**config.mk**
```make
export PLATFORM = sky130hd
export DESIGN_NAME = all_safe_monitor_flat
export DESIGN_NICKNAME = d
export VERILOG_FILES = /design/src/rtl/all_safe_monitor_if.sv /design/src/rtl/all_safe_monitor.sv /design/src/flat_wrapper.sv
export SDC_FILE = /design/constraint.sdc
export NUM_CORES = 1
export LEC_CHECK = 0
export ABC_CLOCK_PERIOD_IN_PS = 5200
export CORE_UTILIZATION = 52
export DETAILED_ROUTE_END_ITERATION = 16
export GPL_ROUTABILITY_DRIVEN = 1
export PLACE_DENSITY = 0.82
export SLEW_MARGIN = 20
export SYNTH_ARGS = -nofsm -noshare
export SYNTH_HDL_FRONTEND = slang
export SYNTH_SLANG_ARGS = --single-unit
```
**constraint.sdc**
```tcl
create_clock -name clk -period 5.2 [get_ports clk]
set_input_delay 1.04 -clock clk [delete_from_list [all_inputs] [get_ports clk]]
set_output_delay 1.04 -clock clk [all_outputs]
set_load 0.02 [all_outputs]
```
**src/rtl/all_safe_monitor_if.sv**
```systemverilog
// Interface bundling the code stream input and the decoded monitor outputs.
// master drives codes and observes results; slave is the monitor side.
interface all_safe_monitor_if #(
    parameter int ERR_W = 8
);
    logic             code_valid;
    logic [1:0]       code_in;
    logic             bit_out;
    logic             bit_valid;
    logic             illegal;
    logic             locked;
    logic [ERR_W-1:0] err_count;
    logic [1:0]       estados;

    modport master (
        output code_valid, code_in,
        input  bit_out, bit_valid, illegal, locked, err_count, estados
    );

    modport slave (
        input  code_valid, code_in,
        output bit_out, bit_valid, illegal, locked, err_count, estados
    );
endinterface

```
**src/rtl/all_safe_monitor.sv**
```systemverilog
// Receive-side checker for the safe four-state machine code stream: recovers data bits,
// flags illegal transitions and tracks lock. Error counter built only with ALL_SAFE_MON_ERRCNT_EN.
module all_safe_monitor #(
    parameter int ERR_W    = 8,
    parameter int RESYNC_N = 2
) (
    input logic               clk,
    input logic               reset,
    all_safe_monitor_if.slave bus
);
    localparam logic [1:0] HUNT   = 2'b00;
    localparam logic [1:0] RESYNC = 2'b01;
    localparam logic [1:0] TRACK  = 2'b10;
    localparam logic [3:0] RESYNC_LIM = RESYNC_N[3:0];

    logic [1:0] r_state;
    logic [1:0] r_prev;
    logic [3:0] r_rcnt;
    logic       r_bitOut;
    logic       r_bitValid;
    logic       r_illegal;
    logic       r_locked;
    logic [1:0] r_estados;

    logic [1:0] w_cur;
    logic       w_legal;
    logic       w_bit;
    logic       w_emit;
    logic       w_errInc;

    // Codes 01,10,11,00 map to indices 0..3, so the index is simply code minus one.
    assign w_cur = bus.code_in - 2'd1;

    always_comb begin
        w_legal = 1'b0;
        w_bit   = 1'b0;
        w_emit  = 1'b0;
        case (r_prev)
            2'd0: begin
                w_legal = (w_cur == 2'd1);
            end
            2'd1: begin
                w_legal = (w_cur == 2'd1) || (w_cur == 2'd2);
                w_bit   = (w_cur == 2'd2);
                w_emit  = w_legal;
            end
            2'd2: begin
                w_legal = (w_cur == 2'd1) || (w_cur == 2'd3);
                w_bit   = (w_cur == 2'd3);
                w_emit  = w_legal;
            end
            default: begin
                w_legal = (w_cur == 2'd3) || (w_cur == 2'd2);
                w_bit   = (w_cur == 2'd2);
                w_emit  = w_legal;
            end
        endcase
    end

    assign w_errInc = bus.code_valid && !w_legal && ((r_state == RESYNC) || (r_state == TRACK));

    always_ff @(posedge clk or posedge reset) begin
        if (reset) begin
            r_state    <= HUNT;
            r_prev     <= 2'd0;
            r_rcnt     <= 4'd0;
            r_bitOut   <= 1'b0;
            r_bitValid <= 1'b0;
            r_illegal  <= 1'b0;
            r_locked   <= 1'b0;
            r_estados  <= 2'd0;
        end else begin
            r_bitValid <= 1'b0;
            r_illegal  <= w_errInc;
            case (r_state)
                HUNT: begin
                    if (bus.code_valid) begin
                        r_prev    <= w_cur;
                        r_estados <= w_cur;
                        r_rcnt    <= 4'd0;
                        if (w_cur == 2'd0) begin
                            r_state  <= TRACK;
                            r_locked <= 1'b1;
                        end else begin
                            r_state <= RESYNC;
                        end
                    end
                end
                RESYNC: begin
                    if (bus.code_valid) begin
                        r_prev    <= w_cur;
                        r_estados <= w_cur;
                        if (w_legal) begin
                            if (r_rcnt + 4'd1 == RESYNC_LIM) begin
                                r_state  <= TRACK;
                                r_locked <= 1'b1;
                                r_rcnt   <= 4'd0;
                            end else begin
                                r_rcnt <= r_rcnt + 4'd1;
                            end
                        end else begin
                            r_rcnt <= 4'd0;
                        end
                    end
                end
                TRACK: begin
                    if (bus.code_valid) begin
                        r_prev    <= w_cur;
                        r_estados <= w_cur;
                        if (w_legal) begin
                            if (w_emit) begin
                                r_bitValid <= 1'b1;
                                r_bitOut   <= w_bit;
                            end
                        end else begin
                            r_state  <= RESYNC;
                            r_locked <= 1'b0;
                            r_rcnt   <= 4'd0;
                        end
                    end
                end
                default: begin
                    r_state  <= HUNT;
                    r_locked <= 1'b0;
                end
            endcase
        end
    end

`ifdef ALL_SAFE_MON_ERRCNT_EN
    logic [ERR_W-1:0] r_errCount;

    // Saturating: stops at all-ones while illegal keeps pulsing.
    always_ff @(posedge clk or posedge reset) begin
        if (reset) begin
            r_errCount <= '0;
        end else if (w_errInc && (r_errCount != {ERR_W{1'b1}})) begin
            r_errCount <= r_errCount + ERR_W'(1);
        end
    end

    assign bus.err_count = r_errCount;
`else
    assign bus.err_count = {ERR_W{1'b0}};
`endif

    assign bus.bit_out   = r_bitOut;
    assign bus.bit_valid = r_bitValid;
    assign bus.illegal   = r_illegal;
    assign bus.locked    = r_locked;
    assign bus.estados   = r_estados;
endmodule

```
**src/flat_wrapper.sv**
```systemverilog
// flat-port wrapper written by rule: the top's interface ports become plain ports
module all_safe_monitor_flat 
#(
    parameter int ERR_W    = 8,
    parameter int RESYNC_N = 2
)
  (clk, reset, bus_code_valid, bus_code_in, bus_bit_out, bus_bit_valid, bus_illegal, bus_locked, bus_err_count, bus_estados);
  all_safe_monitor_if #(.ERR_W(ERR_W)) bus_i ();
  input logic clk;
  input logic reset;
  input wire logic [$bits(bus_i.code_valid)-1:0] bus_code_valid;
  input wire logic [$bits(bus_i.code_in)-1:0] bus_code_in;
  output wire logic [$bits(bus_i.bit_out)-1:0] bus_bit_out;
  output wire logic [$bits(bus_i.bit_valid)-1:0] bus_bit_valid;
  output wire logic [$bits(bus_i.illegal)-1:0] bus_illegal;
  output wire logic [$bits(bus_i.locked)-1:0] bus_locked;
  output wire logic [$bits(bus_i.err_count)-1:0] bus_err_count;
  output wire logic [$bits(bus_i.estados)-1:0] bus_estados;
  assign bus_i.code_valid = bus_code_valid;
  assign bus_i.code_in = bus_code_in;
  assign bus_bit_out = bus_i.bit_out;
  assign bus_bit_valid = bus_i.bit_valid;
  assign bus_illegal = bus_i.illegal;
  assign bus_locked = bus_i.locked;
  assign bus_err_count = bus_i.err_count;
  assign bus_estados = bus_i.estados;
  all_safe_monitor #(.ERR_W(ERR_W), .RESYNC_N(RESYNC_N)) u_core (.clk(clk), .reset(reset), .bus(bus_i));
endmodule
```
==> summary.txt, run 1 <==
Status
  • Status: complete, no violations

STA
  • Setup Total Neg Slack: 0 ns
  • Number of hold-slack violations in the final timing report: 0
  • Final setup vio count: 0
  • F_max: 0.328 GHz
  • RSZ-0062 raised after global routing: false
  • Clock Skews: 0.00218 ns
  • Final count of pins violating max slew: 0
  • Final critical-path required period: 3.05 ns
  • Final period utilization: 58.6%

Clock tree
  • CTS Root Cell: clkbuf_4
  • Clock latency reported for the late side of the worst-skew pair: about 0.29 ns
  • H-tree levels: 1
  • Clock tree from TritonCTS: built
  • Clock transition at the registers of the reported paths: 0.08 ns
  • Total of hold buffers inserted after clock tree synthesis: 0
  • # Post-CTS Setup Buffers: 0
  • Clock sinks: 12
  • CTS buffer count: 3
  • Maximum count of clock buffers along a single path: 2
  • Number of instances resized during post-cts repair: 0

Synthesis
  • Synthesized flop and latch total: 12
  • Fraction of synthesized cell area taken by the top area cell type: 36.0%
  • Syn Area/Cell: 9.38 um^2
  • Primary flip-flop cell chosen by synthesis mapping: dfrtp_1
  • Commonest cells in the synthesized netlist: dfrtp_1 (12), ha_1 (10), nand2_1 (10), buf_4 (8), inv_1 (6)
  • Synth area leaders: dfrtp_1 (36%), ha_1 (15%), buf_4 (7.2%), nand2_1 (4.5%), o21ai_0 (3.0%)
  • Proportion of synthesized chip area in sequential cells: 36.0%
  • Distinct cell type count after synthesis: 32
  • Netlist area before placement: approximately 830 um^2
  • Cell accounting for the most synthesized area: dfrtp_1
  • Async set or reset register ratio after synthesis: 100%
  • Number of synthesized flops with an enable pin: 0
  • Cell with the most instances after synthesis: dfrtp_1
  • Cell count after synthesis: 89
  • Warning count from the yosys run: 0

Power
  • Static leakage: 0.447 nW
  • Maximum resistive drop on vdd: 227 uV
  • Pwr per Cell Area: about 480 mW/mm^2
  • Final Total Pwr: 0.455 mW

Finish
  • Fraction of final layout cells sized beyond drive strength 1: 7.92%
  • Post-layout instance area: 952 um^2
  • Ant. Diodes: 0
  • Synth-to-layout area growth: 14.1%
  • Filler-free cell count of the finished design: 117
  • Final net count: 117

Detailed routing
  • Mean number of vias per cell: around 5.4
  • Router iterations before antenna repair: 4
  • DRC violations left: 0
  • DR iter-0 viols: 44
  • Total number of vias: around 630
  • Mean routed wirelength per cell: ~13 um
  • Residual antenna-violating net count after detailed routing: 0
  • Routed wire length: roughly 1500 um

Global route
  • Overall routing resource usage: 20.1%
  • Global-route wire length before repair: 2620 um
  • Via count of the first global-routing pass: 600
  • Number of antenna violations at the first check in global routing: 0
  • Maximum number of pins on one net before global-route repair: 13
  • Total congestion overflow: 0

Place
  • Cell area reported after detailed placement: 916 um^2
  • Placed cell count: 113
  • DP Wirelength: approximately 1200 um
  • Quantity of I/O buffers inserted on ports: 10
  • Routability congestion estimate from global placement: 0.789

Floorplanning
  • Floorplan die area: roughly 0.0018 mm^2
  • # rows: 14
  • Die span in y: ~42 um
  • Initial Utilization: 55.4%
  • Top-Level Pins: 19
  • Die X: 42.1 um
  • Core box area: 0.00151 mm^2

Critical path
  • Critical Path Source Type: input pin
  • CP endpoint kind: flop
  • Worst Path Max Fanout: 6
  • Crit Reg-Reg Endpoint: u_core.r_rcnt[2]
  • Worst Path Arrival: 3.21 ns
  • Crit Path Category: in2reg
  • Reg2reg setup slack: 3.13 ns
  • Worst path required time: approximately 5.4 ns
  • Worst Reg2Reg Path Length in Cells: 6
  • Startpoint of the most critical register-to-register path: u_core.r_state[1]

Worst hold path
  • Worst hold path type: reg2reg
  • Worst min-delay path endpoint: u_core.r_rcnt[3]
  • Number of cells traversed by the worst hold path: 2
  • Worst Hold Launch: u_core.r_rcnt[3]

Flow run
  • Max Cap Viol: 0
-- sequential cells by signal, summed over array words and instances (netlist names) --
register,flops
u_core.r_rcnt,4
u_core.bus.estados,2
u_core.r_state,2
u_core.bus.bit_out,1
u_core.bus.bit_valid,1
u_core.bus.illegal,1
u_core.bus.locked,1
-- report_power, final --
group	total, mW	switching, mW	internal (mW)
combinational	0.226	0.126	0.0992
sequential	0.151	0.0293	0.122
clock	0.0783	0.0356	0.0427
total	0.455	0.191	0.263
-- layout by cell type, fill, tap and decap left out, types with 3 or more instances in the layout --
cell type        count
inv_1                6
nand2_1             10
o21ai_0              5
clkdlybuf4s50_1     10
clkbuf_4             3
nor2_1               5
ha_1                10
nand3_1              4
dfrtp_1             12
conb_1               8
-- layout make-up --
type                    count  area [um^2]
multi-input cells          69          473
inverters                   6         22.5
flip-flops and latches     12          300
clock buffers               4         36.3
repair buffers             10          100
well taps                  16         20.0
fillers                   133          554
-- critical path, stage by stage --
cell and delay, ns:
clkdlybuf4s50_1 0.54, inv_1 0.09, ha_1 0.21, or3_4 0.38, nand4_2 0.11, or3b_1 0.45
o41ai_1 0.40
-- metrics by stage --
stage	worst slack [ns]	utilization, %	hold slack, ns
finish	2.15	63.2	0.520
global route	2.00	63.2	0.533
CTS	2.14	63.2	0.516
detailed placement	1.85	60.8	0.498
global placement	2.00	60.8	0.495
floorplan	2.56	-	0.468
-- cells by family (layout without fill, tap and decap cells) --
kind of cell               count (synthesis)  in the layout  synth area share (%)
and+or+nand+nor                           30             30                  19.2
buffers and inverters                     15             20                  10.5
xor gates and xnor gates                   2              2                  2.10
muxes                                      1              1                  1.20
DFF                                       12             12                  36.0
adders and majority gates                 10             10                  15.0
AOI/OAI and AO/OA                         18             18                  15.6
other                                      1              8                 0.449
-- worst max-delay path by stage --
stage,from,endpoint,slack (ns),depth (start not counted)
CTS,bus_code_in[0],u_core.r_rcnt[2],2.14,7
global route,bus_code_in[0],u_core.r_rcnt[2],2.00,7
detailed placement,bus_code_in[0],u_core.r_rcnt[2],1.85,7
finish,bus_code_in[0],u_core.r_rcnt[2],2.15,7
global placement,bus_code_in[0],u_core.r_rcnt[1],2.00,8
floorplan,bus_code_in[0],u_core.r_rcnt[1],2.56,8
-- routing by layer --
metal	routed length, um	vias to the layer above	GRT usage [%]
met4	42	0	11.3
met3	65	5	5.60
li1	-	315	-
met2	736	19	33.8
met5	0	-	0
met1	657	290	22.7
(Power assumes the default switching activity.)
==> run 2, diff against run 1 <==
ABC_CLOCK_PERIOD_IN_PS = 2500   (was 5200)
CORE_UTILIZATION = 44   (was 52)
PLACE_DENSITY = 0.74   (was 0.82)
clock period = 2.5 ns   (was 5.2 ns; I/O delays follow)
==> run 2 against run 1 <==
  * Combinational power up 120%
  * Sequential cell count unchanged
  * Sequential power up 110%
  * Final cell count up 14%
  * Clock skew about the same
  * Register-to-register slack worse by 2.7 ns
  * Sequential share of layout area down 2.0 points
  * Total power up 110%
  * Core utilization down 5.0 points
  * Die area up 17%
  * Wire length up 0.27%
==> summary.txt, run 2 (synthesis results as in run 1) <==
Critical path
  • Critical Path Source Type: input pin
  • Worst Path Arrival: 2.58 ns (-0.63 ns)
  • Cell-by-cell listing of the critical path: clkdlybuf4s50_1, inv_1, ha_1, or3_4, nand4_2, or3b_1, a211o_1, o22ai_2
  • Crit-path slowest cell: clkdlybuf4s50_1
  • Crit Path Category: in2reg
  • Largest delay share family, worst path: simple AND/OR/NAND/NOR gates
  • Peak per-stage delay on the critical path: 0.48 ns (-0.06 ns)
  • Worst path required time: 2.70 ns (-2.66 ns)
  • Crit path buf inv count: 2 (unchanged)
  • Worst Path Max Fanout: 6 (unchanged)
  • CP endpoint kind: flop

Finish
  • Fraction of final layout cells sized beyond drive strength 1: 13.9% (+6.0 points)
  • Largest reg by FF count: u_core.r_rcnt
  • Most common cell after layout, fill and taps aside: dfrtp_1
  • Final net count: 124 (+6.0%)
  • Post-layout instance area: 0.00102 mm^2 (+6.7%)
  • Most used cells in the layout excluding fill and tap cells: dfrtp_1 (12), nand2_1 (10), ha_1 (10), clkdlybuf4s50_1 (10), conb_1 (8)
  • Ant. Diodes: 0 (unchanged)
  • Synth-to-layout area growth: 21.7%
  • # fillers: 169 (+27%)
  • Number of flip-flops in the largest register: 4 (unchanged)

STA
  • RSZ-0062 raised after global routing: false
  • F_max: 0.420 GHz
  • Number of hold-slack violations in the final timing report: 0 (unchanged)
  • Setup Total Neg Slack: 0 ns (unchanged)
  • Final count of pins violating max slew: 0 (unchanged)
  • Final period utilization: a little over nine tenths
  • Clock Skews: 0.00260 ns (+0.000421 ns)
  • Final critical-path required period: 2.38 ns
  • Final setup vio count: 0 (unchanged)

Detailed routing
  • Residual antenna-violating net count after detailed routing: 0 (unchanged)
  • Mean routed wirelength per cell: 11.3 um (-12%)
  • Mean number of vias per cell: 4.98 (-7.3%)
  • Routed wire length: 1510 um (+0.27%)
  • DR iter-0 viols: 22 (-50%)
  • Router iterations before antenna repair: 4 (unchanged)
  • DRC violations left: 0 (unchanged)
  • Total number of vias: 663 (+5.4%)

Clock tree
  • Maximum count of clock buffers along a single path: 2 (unchanged)
  • CTS Root Cell: clkbuf_4
  • Clock tree from TritonCTS: built
  • Number of instances resized during post-cts repair: 0 (unchanged)
  • Total of hold buffers inserted after clock tree synthesis: 0 (unchanged)
  • CTS buffer count: 3 (unchanged)
  • Clock latency reported for the late side of the worst-skew pair: 0.27 ns (-0.02 ns)
  • Clock transition at the registers of the reported paths: 0.08 ns (about the same)
  • # Post-CTS Setup Buffers: 0 (unchanged)
  • H-tree levels: 1 (unchanged)
  • Clock sinks: 12 (unchanged)

Floorplanning
  • Initial Utilization: 47.8% (-7.6 points)
  • # rows: 15 (+1)
  • Floorplan die area: 0.00207 mm^2 (+17%)
  • Top-Level Pins: 19 (unchanged)
  • Die X: 45.6 um (+8.3%)
  • Core box area: 0.00175 mm^2 (+16%)
  • Die span in y: 45.6 um (+8.3%)

Power
  • Part of the power in combinational logic: 51.6% (+2.0 points)
  • Part of the total power dissipated in sequential elements: 32.5% (-0.7 points)
  • P_int: 0.571 mW (+120%)
  • Pwr per Cell Area: 950 mW/mm^2 (+99%)
  • Static leakage: 0.481 nW (+7.5%)
  • Switching pwr: 0.394 mW (+110%)
  • Final Total Pwr: 0.966 mW (+110%)
  • Switching share of power: 40.8% (-1.2 points)
  • Maximum resistive drop on vdd: 407 uV (+79%)
  • Relative contribution of the clock network to total power: 15.9% (-1.3 points)

Flow run
  • Max Cap Viol: 0 (unchanged)

Global route
  • Global-route wire length before repair: 2500 um (-4.5%)
  • Number of antenna violations at the first check in global routing: 0 (unchanged)
  • Via count of the first global-routing pass: 606 (+1.0%)
  • Overall routing resource usage: 17.6% (-2.4 points)
  • Total congestion overflow: 0 (unchanged)
  • Maximum number of pins on one net before global-route repair: 13 (unchanged)

Status
  • Status: complete, no violations

Place
  • Quantity of I/O buffers inserted on ports: 10 (unchanged)
  • Cell area reported after detailed placement: 980 um^2 (+7.0%)
  • DP Wirelength: 1180 um (+1.3%)
  • Routability congestion estimate from global placement: 0.782 (-0.89%)

Worst hold path
  • Worst hold path type: reg2reg
-- run 2: cell types whose count changed in the layout (fill, tap and decap cells not counted) --
cell	previous run	this run
buf_4	0	7
-- run 2: final cells by class --
type | instances | area (um^2) | share of cell area [%]
tap | 25 | 31.3 | 3.08
multi-input combinational | 69 | 473 | 46.6
inverter | 6 | 22.5 | 2.22
timing repair buffer | 17 | 153 | 15.0
clock buffer | 4 | 36.3 | 3.57
sequential | 12 | 300 | 29.6
-- run 2: path summary, 6_finish.rpt --
path                       depth (start not counted)  slack [ns]         startpoint                    end
setup reg to reg                                   7        0.46  u_core.r_state[1]       u_core.r_rcnt[1]
max in group asynchronous                          2        1.64              reset  u_core.bus.estados[1]
hold / removal                                     2        0.53   u_core.r_rcnt[3]       u_core.r_rcnt[3]
setup / recovery                                   8        0.12     bus_code_in[0]       u_core.r_rcnt[1]
hold reg to reg                                    2        0.53   u_core.r_rcnt[3]       u_core.r_rcnt[3]
min in group asynchronous                          2        0.54              reset      u_core.bus.locked
-- run 2: routing by layer --
metal	global-route usage (%)	up-vias	part of all wire [%]
li1	-	329	-
met1	20.0	306	44
met2	30.0	23	49
met3	3.57	5	4.5
met4	10.9	0	2.3
met5	0	-	0
-- run 2: worst register-to-register path, delay by kind of cell (launching register included) --
kind / cells / cell delay [ns]
simple gates: 3 / 0.74
compound gates: 2 / 0.42
buf+inv: 1 / 0.10
flops: 1 / 0.46
fa+ha+maj: 1 / 0.26
-- run 2: per-stage QoR --
step	setup WS (ns)	utilization, %	hold slack [ns]	std cells
3_3_place_gp	-0.0918	56.1	0.498	129
6_report	0.120	58.2	0.530	133
3_5_place_dp	-0.157	56.1	0.521	129
5_1_grt	0.0320	58.2	0.561	133
2_1_floorplan	0.398	-	0.365	96
4_1_cts	0.126	58.2	0.538	133
-- run 2: power by group through the flow --
stage	combinational (mW)	clock (mW)	sequential (mW)
2_1_floorplan	0.312	0	0.348
3_5_place_dp	0.498	0	0.318
5_1_grt	0.566	0.170	0.323
4_1_cts	0.501	0.157	0.315
6_report	0.498	0.154	0.314
3_3_place_gp	0.487	0	0.315
